[src/rtl/fadd_arbiter.sv]
`timescale 1ns/1ps
// fadd_arbiter: round-robin front end that shares one fadd core between two
// requesters, one operation in flight at a time. Subtract requests flip the
// sign of operand b before it reaches the core. The core result and its
// INFINITY/NAN flags are captured CORE_LAT edges after the handshake and held
// as a response tagged with the requester id until the consumer takes it.
//
// Ports:
//   clock, reset             rising-edge clock, async active-high reset
//   reqN_valid/ready         request handshake for requester N (ready is comb)
//   reqN_a, reqN_b, reqN_sub operands and op select (1 = a-b)
//   core_a, core_b           operands to the shared fadd (b sign-adjusted)
//   core_res/inf/nan         fadd result and flags
//   rsp_valid/ready          response handshake
//   rsp_id/res/inf/nan       registered response payload
//   busy                     operation in flight or response pending
module fadd_arbiter #(
  parameter int unsigned CORE_LAT = 1
) (
  input  logic        clock,
  input  logic        reset,
  input  logic        req0_valid,
  output logic        req0_ready,
  input  logic [31:0] req0_a,
  input  logic [31:0] req0_b,
  input  logic        req0_sub,
  input  logic        req1_valid,
  output logic        req1_ready,
  input  logic [31:0] req1_a,
  input  logic [31:0] req1_b,
  input  logic        req1_sub,
  output logic [31:0] core_a,
  output logic [31:0] core_b,
  input  logic [31:0] core_res,
  input  logic        core_inf,
  input  logic        core_nan,
  output logic        rsp_valid,
  input  logic        rsp_ready,
  output logic        rsp_id,
  output logic [31:0] rsp_res,
  output logic        rsp_inf,
  output logic        rsp_nan,
  output logic        busy
);

  localparam int unsigned CNT_W = $clog2(CORE_LAT + 1);

  typedef enum logic [1:0] {
    IDLE = 2'd0,
    EXEC = 2'd1,
    RESP = 2'd2
  } state_t;

  state_t             state;
  logic               last_grant;
  logic [31:0]        op_a;
  logic [31:0]        op_b;
  logic               op_sub;
  logic               op_id;
  logic [CNT_W-1:0]   cnt;
  logic               grant;
  logic               accept;

  // Round-robin pick: on contention the requester that did not win last time.
  always_comb begin
    grant = 1'b0;
    if (req0_valid && req1_valid) begin
      grant = ~last_grant;
    end else if (req1_valid) begin
      grant = 1'b1;
    end
  end

  // Ready is suppressed while reset is high so no requester sees a handshake
  // that the reset would swallow.
  assign req0_ready = (state == IDLE) && !reset && req0_valid && !grant;
  assign req1_ready = (state == IDLE) && !reset && req1_valid && grant;
  assign accept     = req0_ready || req1_ready;

  // Operands come straight from the op registers so they stay stable in EXEC.
  assign core_a = op_a;
  assign core_b = {op_b[31] ^ op_sub, op_b[30:0]};
  assign busy   = (state != IDLE);

  // Control FSM with operand and response registers.
  always_ff @(posedge clock or posedge reset) begin
    if (reset) begin
      state      <= IDLE;
      last_grant <= 1'b1;
      op_a       <= '0;
      op_b       <= '0;
      op_sub     <= 1'b0;
      op_id      <= 1'b0;
      cnt        <= '0;
      rsp_valid  <= 1'b0;
      rsp_id     <= 1'b0;
      rsp_res    <= '0;
      rsp_inf    <= 1'b0;
      rsp_nan    <= 1'b0;
    end else begin
      case (state)
        IDLE: begin
          if (accept) begin
            op_a       <= grant ? req1_a : req0_a;
            op_b       <= grant ? req1_b : req0_b;
            op_sub     <= grant ? req1_sub : req0_sub;
            op_id      <= grant;
            last_grant <= grant;
            cnt        <= CNT_W'(CORE_LAT);
            state      <= EXEC;
          end
        end
        EXEC: begin
          cnt <= cnt - CNT_W'(1);
          // Last count: the core output now reflects the launched operands.
          if (cnt == CNT_W'(1)) begin
            rsp_res   <= core_res;
            rsp_inf   <= core_inf;
            rsp_nan   <= core_nan;
            rsp_id    <= op_id;
            rsp_valid <= 1'b1;
            state     <= RESP;
          end
        end
        RESP: begin
          if (rsp_ready) begin
            rsp_valid <= 1'b0;
            state     <= IDLE;
          end
        end
        default: state <= IDLE;
      endcase
    end
  end

endmodule

[config.mk]
export PLATFORM = sky130hd
export DESIGN_NAME = fadd_arbiter
export DESIGN_NICKNAME = d
export VERILOG_FILES = /design/src/rtl/fadd_arbiter.sv
export SDC_FILE = /design/constraint.sdc
export NUM_CORES = 1
export LEC_CHECK = 0
export CORE_MARGIN = 2
export CORE_UTILIZATION = 35
export DETAILED_ROUTE_END_ITERATION = 7
export PLACE_DENSITY = 0.78
export SETUP_SLACK_MARGIN = 0.1
export SYNTH_ARGS = -nofsm -noshare
export SYNTH_HDL_FRONTEND = slang
export SYNTH_SLANG_ARGS = --single-unit
[constraint.sdc]
create_clock -name clock -period 3.7 [get_ports clock]
set_input_delay 1.11 -clock clock [delete_from_list [all_inputs] [get_ports clock]]
set_output_delay 1.11 -clock clock [all_outputs]
set_load 0.02 [all_outputs]
Yosys cells after proc, flatten, opt, wreduce, memory -nomap -nowiden
Cells that the tools add are included.
Widths: inputs -> output; s select.

cells by class
  add/subtract/negate cells = 1
  $mul = 0
  divide/modulo/power cells = 0
  $lt $le $gt $ge = 0
  eq/ne operators = 5
  shifts and indexed selects = 0
  mux-type cells = 14
  bitwise logic cells = 2
  reduce and logical (&&, ||, !) cells = 18

operator list
  cell                 count
  $mux 32              2
  $logic_and 1x1->1    6
  $mux 1               6
  $mux 2               3
  $ne 2x2->1 const B   3
  $pmux 2 s3           1
  $reduce_and 2->1     3
  $reduce_and 3->1     2
  $reduce_bool 2->1    3
  $pmux 1 s2           2
  $eq 2x1->1 const B   1
  $eq 2x2->1 const B   1
  $logic_not 1->1      2
  $logic_not 2->1      1
  $logic_or 1x1->1     1
  $not 1->1            1
  $sub 1x1->1 const B  1
  $xor 1x1->1          1

word-level totals
  register bits = 106
  bits in latches = 0
  bits in writable memories = 0
  bits in read-only memories = 0
  bits of input ports = 169
  output and inout bits = 103
  memories = 0

Logic depth before layout (Yosys ltp)
  depth in word-level cells = 7
  mapped depth = 5
  gate-level depth less buffers = 3

Least setup slack after synthesis
Ideal clock, no wire load.

  path kind = input -> output
  start point = input port reset
  end point = output port req1_ready
  data arrival time = 2.131 ns
  path slack = 0.459 ns
  stages on the path = 5
  buffers on the path = 2
  path through = nor3_1 nand3_1 clkbuf_1 buf_2 inv_1

on the way
  word-level cells in the longest chain between the ends = 4

RTL lines
  element                           line  text
  start: declaration                21    input logic reset,
  $logic_not 1->1 (no source line)  -
  $logic_and 1x1->1 (3 in a row)    77    assign req1_ready = (state == IDLE) && !reset && req1_valid && grant;
  end: declaration                  28    output logic req1_ready,

No other way between the ends.

Worst setup path in the final report
Ends and elaborated chain as after synthesis.

==> impl_metrics.yaml <==
placement:
  dpl_worst_slack_ns: -0.191
  place.gp.congestion: 0.805
  place_hpwl_mm: 10.3
  placement.io_buffers: 271
synth:
  synth_area_leaders: "dfrtp_1, o221a_2, or3_1"
  seq_area_frac_synth: 0.560
  syn_area_um2: 4740
  synth_top_area_frac: 0.555
  yosysUniqueCellTypes: 25
  ys_ff_latch: 106
  yosysTopAreaCell: "dfrtp_1"
  synth_cells: 363
  avgSynthCellArea_um2: 13.1
  yosys_warnings: 0
  syn_nets: 532
job:
  max_cap_violations: 0
power_and_ir_drop:
  p_leak_nw: 2.96
  irDropWorstVdd_uv: 398
  seq_power_share: 0.326
  power.share.clock: 0.154
  p_sw_frac: 0.354
  p_per_area_nw_per_um2: 828
  p_int_w: 0.00412
  comb_power_share: 0.520
  finalPower_w: 0.00639
  p_sw_w: 0.00226
sta:
  max_freq_mhz: 286
  setup_violations: 0
  worst_slack_ns: 0.207
  hold_viol_final: 0
  slew-limit-headroom: 0.508
  fin_crit_sh: 0.944
  skew_ns: 0.00723
  grt_setup_unrepaired: "false"
  fin_tns_setup_ns: 0
  tightest_slew_ns: 0.739
  period_minus_slack_ns: 3.49
  slew_violations: 0
drt:
  routed_wl_mm: 14.3
  first_pass_iters: 5
  ant_nets: 0
  drt-wirelength-per-cell_um: 18.5
  vias: 3978
  viasPerCell: 5.13
  drc: 0
  drt_iter0_drc: 258
worst_setup_path:
  crit_path_end_kind: "primary output"
  startpoint_type: "primary input"
  worst-path-max-fanout: 2
  crit_required_ns: 2.59
  path_class: "primary input to primary output"
  critical_path_arrival_ns: 2.38
cts:
  clockBufferDepth: 2
  cts-root-buf: "clkbuf_16"
  post_cts_buffers: 0
  cts_tree: "built"
  cts-buffers-inserted: 9
  cts_sinks: 106
  clk_latency_ns: 0.35
  h-tree-depth: 3
  clk_pin_slew_ns: 0.06
finish:
  seq_area_um2: 2650
  fill_cells: 1077
  nets: 763
  diodes: 0
  syn_to_final_growth_pct: 62.7
  layout_commonest_cell: "clkdlybuf4s50_1"
  layout-drive-gt1-share: 0.225
  final_cell_mix: "clkdlybuf4s50_1, dfrtp_1, or3_1, o221a_2, mux2_2"
  multi_input_area_um2: 1700
grt:
  grt_pass1_wl_mm: 22.2
  grt.total_usage: 0.196
  antenna_found_initial: 0
  gr-total-overflow: 0
  first_global_vias: 4123
  grt_max_degree: 67
floorplanning:
  fp.dieH_um: 120
  die_area_um2: 14500
  num_rows: 42
  start_util: 0.358
  core-area_um2: 13200
  die_w_um: 120
  io_pins: 272
outcome:
  status: "complete, no violations"
worst_hold_path:
  hp-class: "register to register"
worst paths after layout:
check                           cells after the start  slack, ns          end      from
worst max-delay path                                6       0.21   req1_ready     reset
worst min-delay path                                2       0.48        op_id     op_id
worst min register to register                      2       0.48        op_id     op_id
worst max register to register                      4       1.64   core_a[24]  state[1]
max in group asynchronous                           4       1.82  rsp_res[23]     reset
min in group asynchronous                           3       1.19  rsp_res[24]     reset
synthesized netlist by cell type (all sizes together):
library cell,number
o21ai,3
nor2,2
xnor2,1
clkbuf,17
nand2b,1
or2,2
xor2,1
o221a,65
and2,1
dfrtp,105
nand3,1
nor2b,1
nand2,8
a21oi,2
buf,45
or3,65
and2b,1
mux2,35
or4b,1
a31oi,1
inv,3
nor3,1
dfstp,1
critical path, stage by stage:
cell and delay, ns:
clkdlybuf4s50_1 0.42, buf_4 0.15, nor3_2 0.19, nand3_2 0.12, inv_1 0.07, dlygate4sd2_1 0.33
what timing repair did:
| item | CTS | global route |
|---|---|---|
| hold buffers | 0 | 0 |
| gates resized for setup | 4 | 1 |
| setup endpoints to repair | 2 | 1 |
| cloned | 0 | 0 |
routing by layer:
layer,share of wire,global-route usage,routed length [um],up-vias
met1,0.40,0.238,5690,1964
met3,0.063,0.0410,899,35
li1,-,-,-,1809
met5,0,0,0,-
met4,0.038,0.0967,539,0
met2,0.50,0.331,7190,170
flip-flops by register name, summed over array words and instances (netlist names):
name,count
core_a,32
op_b,32
rsp_res,32
state,2
cnt,1
last_grant,1
op_id,1
op_sub,1
rsp_id,1
rsp_inf,1
rsp_nan,1
rsp_valid,1
cell type report:
| cell class | instances | area share |
|---|---|---|
| Timing Repair Buffer | 282 | 0.365 |
| Sequential cell | 106 | 0.344 |
| Multi-Input combinational cell | 192 | 0.221 |
| Clock buffer | 13 | 0.0338 |
| Tap cell | 176 | 0.0286 |
| Clock inverter | 3 | 0.00600 |
| Inverter | 3 | 0.00195 |
stage by stage:
step	util	hold slack (ns)	instances	cell area, um^2
floorplan	-	0.443	363	4740
global placement	0.559	0.458	759	7400
detailed placement	0.559	0.468	759	7400
CTS	0.583	0.485	775	7710
global route	0.582	0.526	775	7710
finish	0.582	0.483	775	7710
power by group through the flow:
stage / Sequential (W) / Clock (W) / Combinational [W]
floorplan: 0.00249 / 0 / 0.00158
finish: 0.00208 / 0.000985 / 0.00332
CTS: 0.00208 / 0.00101 / 0.00336
global placement: 0.00207 / 0 / 0.00330
detailed placement: 0.00209 / 0 / 0.00335
global route: 0.00216 / 0.00107 / 0.00350
kinds of logic (layout without fill, tap and decap cells):
logic type / count (synthesis) / after routing / share of synthesized area
AND/OR/NAND/NOR: 84 / 84 / 0.107
XOR/XNOR: 2 / 2 / 0.00370
buffers and inverters: 65 / 301 / 0.0850
multiplexers: 35 / 35 / 0.0832
AO/OA/AOI/OAI: 71 / 71 / 0.161
flip-flops: 106 / 106 / 0.560
Note: power is estimated with default switching activity, not from simulation.
